--- src/rtl/decode_mux_ctrl_pkg.sv ---
// Shared decode-stage types: format codes, requester indices, queue entry and FSM state.
// Used by decode_mux_ctrl and decode_prio_arb.
package decode_mux_ctrl_pkg;

    localparam int NUM_FORMATS = 6;
    localparam int FIFO_DEPTH  = 4;
    localparam int ADDR_W      = 64;
    localparam int FMT_W       = 5;
    localparam int IDX_W       = $clog2(NUM_FORMATS);
    localparam int PTR_W       = $clog2(FIFO_DEPTH);
    localparam int CNT_W       = PTR_W + 1;

    localparam logic [CNT_W-1:0] FULL_CNT = CNT_W'(FIFO_DEPTH);

    localparam logic [FMT_W-1:0] FMT_INVALID = 5'd0;
    localparam logic [FMT_W-1:0] FMT_D       = 5'd3;
    localparam logic [FMT_W-1:0] FMT_DQ      = 5'd4;
    localparam logic [FMT_W-1:0] FMT_DS      = 5'd5;
    localparam logic [FMT_W-1:0] FMT_MD      = 5'd9;
    localparam logic [FMT_W-1:0] FMT_X       = 5'd15;
    localparam logic [FMT_W-1:0] FMT_XO      = 5'd19;

    localparam logic [IDX_W-1:0] IDX_D  = 3'd0;
    localparam logic [IDX_W-1:0] IDX_DQ = 3'd1;
    localparam logic [IDX_W-1:0] IDX_DS = 3'd2;
    localparam logic [IDX_W-1:0] IDX_X  = 3'd3;
    localparam logic [IDX_W-1:0] IDX_MD = 3'd4;
    localparam logic [IDX_W-1:0] IDX_XO = 3'd5;

    typedef enum logic [1:0] {
        ST_EMPTY,
        ST_ACTIVE,
        ST_FULL
    } state_t;

    typedef struct packed {
        logic [IDX_W-1:0]  idx;
        logic [ADDR_W-1:0] addr;
    } entry_t;

    function automatic logic [FMT_W-1:0] format_code(input logic [IDX_W-1:0] idx);
        logic [FMT_W-1:0] code;
        case (idx)
            IDX_D:   code = FMT_D;
            IDX_DQ:  code = FMT_DQ;
            IDX_DS:  code = FMT_DS;
            IDX_X:   code = FMT_X;
            IDX_MD:  code = FMT_MD;
            IDX_XO:  code = FMT_XO;
            default: code = FMT_INVALID;
        endcase
        return code;
    endfunction

endpackage

--- src/rtl/decode_prio_arb.sv ---
// Lowest-index-first priority encoder over the format decoder strobes.
// Reports one-hot grant, encoded index, any-request and multi-hot.
module decode_prio_arb #(
    parameter int N  = 6,
    parameter int IW = $clog2(N)
) (
    input  logic [N-1:0]  req,
    output logic [N-1:0]  grant,
    output logic [IW-1:0] index,
    output logic          any,
    output logic          multi
);

    always_comb begin
        grant = '0;
        index = '0;
        // Walk downwards so the lowest set bit is the last to overwrite
        for (int i = N - 1; i >= 0; i--) begin
            if (req[i]) begin
                grant    = '0;
                grant[i] = 1'b1;
                index    = IW'(i);
            end
        end
    end

    assign any   = |req;
    assign multi = |(req & (req - N'(1)));

endmodule

--- src/rtl/decode_mux_ctrl.sv ---
// Second decode stage scheduler: arbitrates format decoders into an in-order queue.
// Optional multi-hot rejection enabled by DECODE_MUX_CTRL_MULTIHOT_CHECK_EN.
module decode_mux_ctrl
    import decode_mux_ctrl_pkg::*;
(
    input  logic                   clock_i,
    input  logic                   reset_i,
    input  logic [NUM_FORMATS-1:0] formatValid_i,
    input  logic [ADDR_W-1:0]      instructionAddress_i,
    input  logic                   flush_i,
    input  logic                   ready_i,
    output logic                   valid_o,
    output logic [NUM_FORMATS-1:0] select_o,
    output logic [FMT_W-1:0]       format_o,
    output logic [ADDR_W-1:0]      instructionAddress_o,
    output logic                   stall_o,
    output logic                   overflow_o,
    output logic                   multiHot_o
);

    logic [NUM_FORMATS-1:0] grant;
    logic [IDX_W-1:0]       win_idx;
    logic                   any;
    logic                   multi;

    decode_prio_arb #(
        .N  (NUM_FORMATS),
        .IW (IDX_W)
    ) u_arb (
        .req   (formatValid_i),
        .grant (grant),
        .index (win_idx),
        .any   (any),
        .multi (multi)
    );

    state_t           state;
    state_t           state_nxt;
    logic [PTR_W-1:0] head;
    logic [PTR_W-1:0] tail;
    logic [CNT_W-1:0] count;
    entry_t           mem [FIFO_DEPTH];
    entry_t           head_entry;

    logic req;
    logic pop;
    logic push;
    logic drop;

`ifdef DECODE_MUX_CTRL_MULTIHOT_CHECK_EN
    assign req = any && !multi;
`else
    assign req = any;
`endif

    assign pop  = valid_o && ready_i;
    assign push = req && ((count < FULL_CNT) || pop);
    assign drop = req && !push;

    always_ff @(posedge clock_i) begin
        if (reset_i) begin
            state <= ST_EMPTY;
        end else begin
            state <= state_nxt;
        end
    end

    always_comb begin
        state_nxt = state;
        if (flush_i) begin
            state_nxt = ST_EMPTY;
        end else begin
            unique case (state)
                ST_EMPTY: begin
                    if (push) state_nxt = ST_ACTIVE;
                end
                ST_ACTIVE: begin
                    if (push && !pop && count == FULL_CNT - CNT_W'(1))
                        state_nxt = ST_FULL;
                    else if (pop && !push && count == CNT_W'(1))
                        state_nxt = ST_EMPTY;
                end
                ST_FULL: begin
                    if (pop && !push) state_nxt = ST_ACTIVE;
                end
                default: state_nxt = ST_EMPTY;
            endcase
        end
    end

    always_ff @(posedge clock_i) begin
        if (reset_i) begin
            head       <= '0;
            tail       <= '0;
            count      <= '0;
            overflow_o <= 1'b0;
        end else begin
            overflow_o <= drop && !flush_i;
            if (flush_i) begin
                head  <= '0;
                tail  <= '0;
                count <= '0;
            end else begin
                if (push) tail <= tail + PTR_W'(1);
                if (pop)  head <= head + PTR_W'(1);
                unique case ({push, pop})
                    2'b10:   count <= count + CNT_W'(1);
                    2'b01:   count <= count - CNT_W'(1);
                    default: count <= count;
                endcase
            end
        end
    end

    always_ff @(posedge clock_i) begin
        if (!reset_i && !flush_i && push) begin
            mem[tail] <= '{idx: win_idx, addr: instructionAddress_i};
        end
    end

`ifdef DECODE_MUX_CTRL_MULTIHOT_CHECK_EN
    always_ff @(posedge clock_i) begin
        if (reset_i) begin
            multiHot_o <= 1'b0;
        end else begin
            multiHot_o <= multi;
        end
    end
`else
    assign multiHot_o = 1'b0;
`endif

    assign head_entry = mem[head];

    always_comb begin
        valid_o              = (state != ST_EMPTY);
        stall_o              = (state == ST_FULL);
        select_o             = '0;
        format_o             = FMT_INVALID;
        instructionAddress_o = '0;
        if (valid_o) begin
            select_o             = NUM_FORMATS'(1) << head_entry.idx;
            format_o             = format_code(head_entry.idx);
            instructionAddress_o = head_entry.addr;
        end
    end

    // The winner must be exactly one of the requesting bits
    a_grant : assert property (@(posedge clock_i) disable iff (reset_i)
        $onehot0(grant) && ((grant & ~formatValid_i) == '0)
        && (multi == ($countones(formatValid_i) > 1)));

endmodule

--- config.mk ---
export PLATFORM = sky130hd
export DESIGN_NAME = decode_mux_ctrl
export DESIGN_NICKNAME = d
export VERILOG_FILES = /design/src/rtl/decode_mux_ctrl_pkg.sv /design/src/rtl/decode_prio_arb.sv /design/src/rtl/decode_mux_ctrl.sv
export SDC_FILE = /design/constraint.sdc
export NUM_CORES = 1
export LEC_CHECK = 0
export BUFFER_PORTS_ARGS = -buffer_cell sky130_fd_sc_hd__buf_2
export CORE_UTILIZATION = 25
export CTS_CLUSTER_DIAMETER = 150
export DETAILED_ROUTE_END_ITERATION = 16
export SETUP_SLACK_MARGIN = 0.5
export SLEW_MARGIN = 10
export SYNTH_ARGS = -nofsm -noshare
export SYNTH_HDL_FRONTEND = slang
export SYNTH_HIERARCHICAL = 1
export SYNTH_SLANG_ARGS = --single-unit
--- constraint.sdc ---
create_clock -name clock_i -period 4.7 [get_ports clock_i]
set_clock_uncertainty 0.15 [all_clocks]
set_input_delay 0.705 -clock clock_i [delete_from_list [all_inputs] [get_ports clock_i]]
set_output_delay 0.705 -clock clock_i [all_outputs]
set_load 0.02 [all_outputs]
==> metrics.txt <==
# TYPE chip_impl_metric gauge
chip_impl_info{name="reg2reg_from",value="state[1]$_SDFFE_PP0P_"} 1
chip_impl_metric{name="place.detailed.hpwl",unit="mm"} 13.3
chip_impl_metric{name="p_leak",unit="nW"} 4.54
chip_impl_metric{name="final_core_util",unit="%"} 30.9
chip_impl_metric{name="grt_first_pass_wirelength",unit="mm"} 33.8
chip_impl_info{name="rsz_0062_raised_after_global_routing",value="false"} 1
chip_impl_metric{name="area_growth_syn_to_layout",unit="%"} 21.6
chip_impl_metric{name="grt_start_max_net_pins",unit=""} 54
chip_impl_metric{name="insertion_delay",unit="ps"} 560
chip_impl_info{name="startpoint",value="state[1]$_SDFFE_PP0P_"} 1
chip_impl_info{name="timing.hold.worst.class",value="primary input to flip-flop"} 1
chip_impl_info{name="worstSetupPathType",value="flip-flop to output pin"} 1
chip_impl_metric{name="drive_gt1_share",unit="%"} 38.3
chip_impl_metric{name="ctsHtreeMaxLevel",unit=""} 1
chip_impl_metric{name="drtPass1Iterations",unit=""} 5
chip_impl_metric{name="fillcell_total",unit=""} 4257
chip_impl_metric{name="core",unit="mm²"} 0.0432
chip_impl_metric{name="synth_warnings",unit=""} 6
chip_impl_metric{name="number_of_setup_violations_in_the_final_report",unit=""} 0
chip_impl_info{name="status",value="finished, final reports clean"} 1
chip_impl_metric{name="placed_area",unit="mm²"} 0.0124
chip_impl_metric{name="timing.slew.headroom",unit="%"} 40.7
chip_impl_metric{name="numCtsBuffers",unit=""} 30
chip_impl_metric{name="worst_slew_pin_slew",unit="ps"} 889
chip_impl_metric{name="period_minus_slack",unit="ps"} 3540
chip_impl_metric{name="cts_post_setup_buffers_inserted",unit=""} 0
chip_impl_metric{name="grt_overflow",unit=""} 0
chip_impl_info{name="clock_tree_from_tritoncts",value="done"} 1
chip_impl_metric{name="replace_congestion",unit=""} 0.687
chip_impl_metric{name="fp-row-count",unit=""} 76
chip_impl_metric{name="drt-vias-per-instance",unit=""} 4.13
chip_impl_metric{name="timing.critical_path.required",unit="ps"} 3850
chip_impl_metric{name="die_area",unit="mm²"} 0.0447
chip_impl_metric{name="clk_path_buf_depth",unit=""} 3
chip_impl_metric{name="port_buffers",unit=""} 151
chip_impl_metric{name="die-height",unit="µm"} 211
chip_impl_metric{name="grt_util_all_layers",unit="%"} 10.0
chip_impl_metric{name="die_span_x",unit="µm"} 211
chip_impl_metric{name="data_arrival_critical_path",unit="ps"} 2690
chip_impl_metric{name="antenna_found_initial",unit=""} 1
chip_impl_metric{name="drt_first_iter_violations",unit=""} 268
chip_impl_metric{name="synth_area",unit="mm²"} 0.0110
chip_impl_metric{name="pwr_density_cell",unit="mW/mm²"} 396
chip_impl_metric{name="power",unit="W"} 0.00528
chip_impl_metric{name="synthCells",unit=""} 531
chip_impl_metric{name="timing.fmax",unit="MHz"} 282
chip_impl_metric{name="cts.clk_slew.worst_paths",unit="ps"} 60
chip_impl_metric{name="peakVddDrop",unit="µV"} 214
chip_impl_metric{name="vias",unit=""} 5393
chip_impl_metric{name="timing.final.hold_violations",unit=""} 0
chip_impl_metric{name="io_pins",unit=""} 153
chip_impl_metric{name="antenna_violating_nets_post_route",unit=""} 0
chip_impl_metric{name="cap_violations",unit=""} 0
chip_impl_metric{name="fin_hold_ws",unit="ps"} 211
chip_impl_metric{name="timing_max_transition_violations_final",unit=""} 0
chip_impl_metric{name="setup-tns-final",unit="ps"} 0
chip_impl_metric{name="antenna_cells_inserted",unit=""} 0
chip_impl_info{name="worstSetupEndpointType",value="output pin"} 1
chip_impl_metric{name="remaining_drc_errors",unit=""} 0
chip_impl_metric{name="syn_area_per_cell",unit="µm²"} 20.6
chip_impl_metric{name="period_share",unit="%"} 75.3
chip_impl_metric{name="postLayoutCellArea",unit="mm²"} 0.0133
chip_impl_metric{name="routed_wire_length_per_instance",unit="µm"} 17.3
chip_impl_metric{name="synth_nets",unit=""} 615
chip_impl_metric{name="vias_in_the_first_global_route",unit=""} 5793
chip_impl_metric{name="reg2regPathDepth",unit=""} 4
chip_impl_info{name="cts_root_buf",value="sky130_fd_sc_hd__clkbuf_16"} 1
chip_impl_metric{name="post_cts_resize_count",unit=""} 0
chip_impl_metric{name="cts_hold_repair.buffers",unit=""} 0
chip_impl_info{name="min_from",value="instructionAddress_i[9]"} 1
chip_impl_metric{name="routed_wirelength",unit="mm"} 22.6
chip_impl_metric{name="holdPathStages",unit=""} 1
chip_impl_info{name="worst_setup_path_start_kind",value="flip-flop"} 1
chip_impl_metric{name="numClockSinks",unit=""} 280
chip_impl_metric{name="floorplan.initialDensity",unit="%"} 25.4
chip_impl_metric{name="worstPathMaxFanout",unit=""} 43
chip_impl_metric{name="final_net_count",unit=""} 782
-- critical path, cell delays in order, from the launching register on --
cell and delay [ps]:
sky130_fd_sc_hd__dfxtp_1 420, sky130_fd_sc_hd__nor2_1 170, sky130_fd_sc_hd__inv_2 570, sky130_fd_sc_hd__buf_4 440, sky130_fd_sc_hd__nand2_1 170, sky130_fd_sc_hd__o32ai_2 140, sky130_fd_sc_hd__buf_2 200
-- layout by cell type (no fill, tap or decap), types with 6 or more instances in the layout --
cell                          n
sky130_fd_sc_hd__edfxtp_1   268
sky130_fd_sc_hd__buf_2      151
sky130_fd_sc_hd__mux4_2      67
sky130_fd_sc_hd__and2_1      64
sky130_fd_sc_hd__clkbuf_16   31
sky130_fd_sc_hd__nor2_1      25
sky130_fd_sc_hd__clkbuf_1    13
sky130_fd_sc_hd__inv_1       10
sky130_fd_sc_hd__ha_1        10
sky130_fd_sc_hd__dfxtp_1     10
sky130_fd_sc_hd__buf_4        8
sky130_fd_sc_hd__clkinv_1     6
-- layer usage --
metal / vias to the layer above / routed length [µm] / track usage (%)
li1: 2440 / - / -
met5: - / 12 / 0
met4: 2 / 442 / 3.05
met2: 131 / 11000 / 16.8
met1: 2788 / 9880 / 12.9
met3: 32 / 1220 / 2.25
-- state kept, by name, summed over array words and instances, names as in the netlist, named ones only --
| register | count |
|---|---|
| state | 2 |
| tail | 2 |
| overflow_o | 1 |
| mem | 268 |
| count | 3 |
| head | 2 |
-- worst paths after layout --
path	endpoint	slack, ps
hold reg to reg	count[1]$_SDFFE_PP0P_	370
hold / removal	mem[1][9]$_DFFE_PP_	210
setup / recovery	format_o[1]	1160
setup reg to reg	mem[2][42]$_DFFE_PP_	1950
-- power breakdown --
| part | switching, W | internal [W] | leakage (nW) |
|---|---|---|---|
| combinational | 0.000154 | 0.000105 | 1.56 |
| clock | 0.000908 | 0.00131 | 0.443 |
| sequential | 0.0000159 | 0.00279 | 2.54 |
| total | 0.00108 | 0.00420 | 4.54 |
-- metrics by stage --
stage / cells / worst slack [ps]
after floorplan: 531 / 1230
after global placement: 1251 / 1600
after detailed placement: 1251 / 1510
after CTS: 1306 / 977
after global routing: 1306 / 876
final: 1306 / 1160
-- final cells by class --
type | count | area [µm²] | area share [%]
clock inverters | 11 | 100 | 0.751
flip-flops and latches | 280 | 8300 | 62.2
inverters | 11 | 41.3 | 0.310
clock buffers | 44 | 825 | 6.19
well taps | 585 | 732 | 5.49
repair buffers | 161 | 856 | 6.42
multi-input cells | 214 | 2480 | 18.6
No activity file was read; power rests on OpenSTA's default activity.
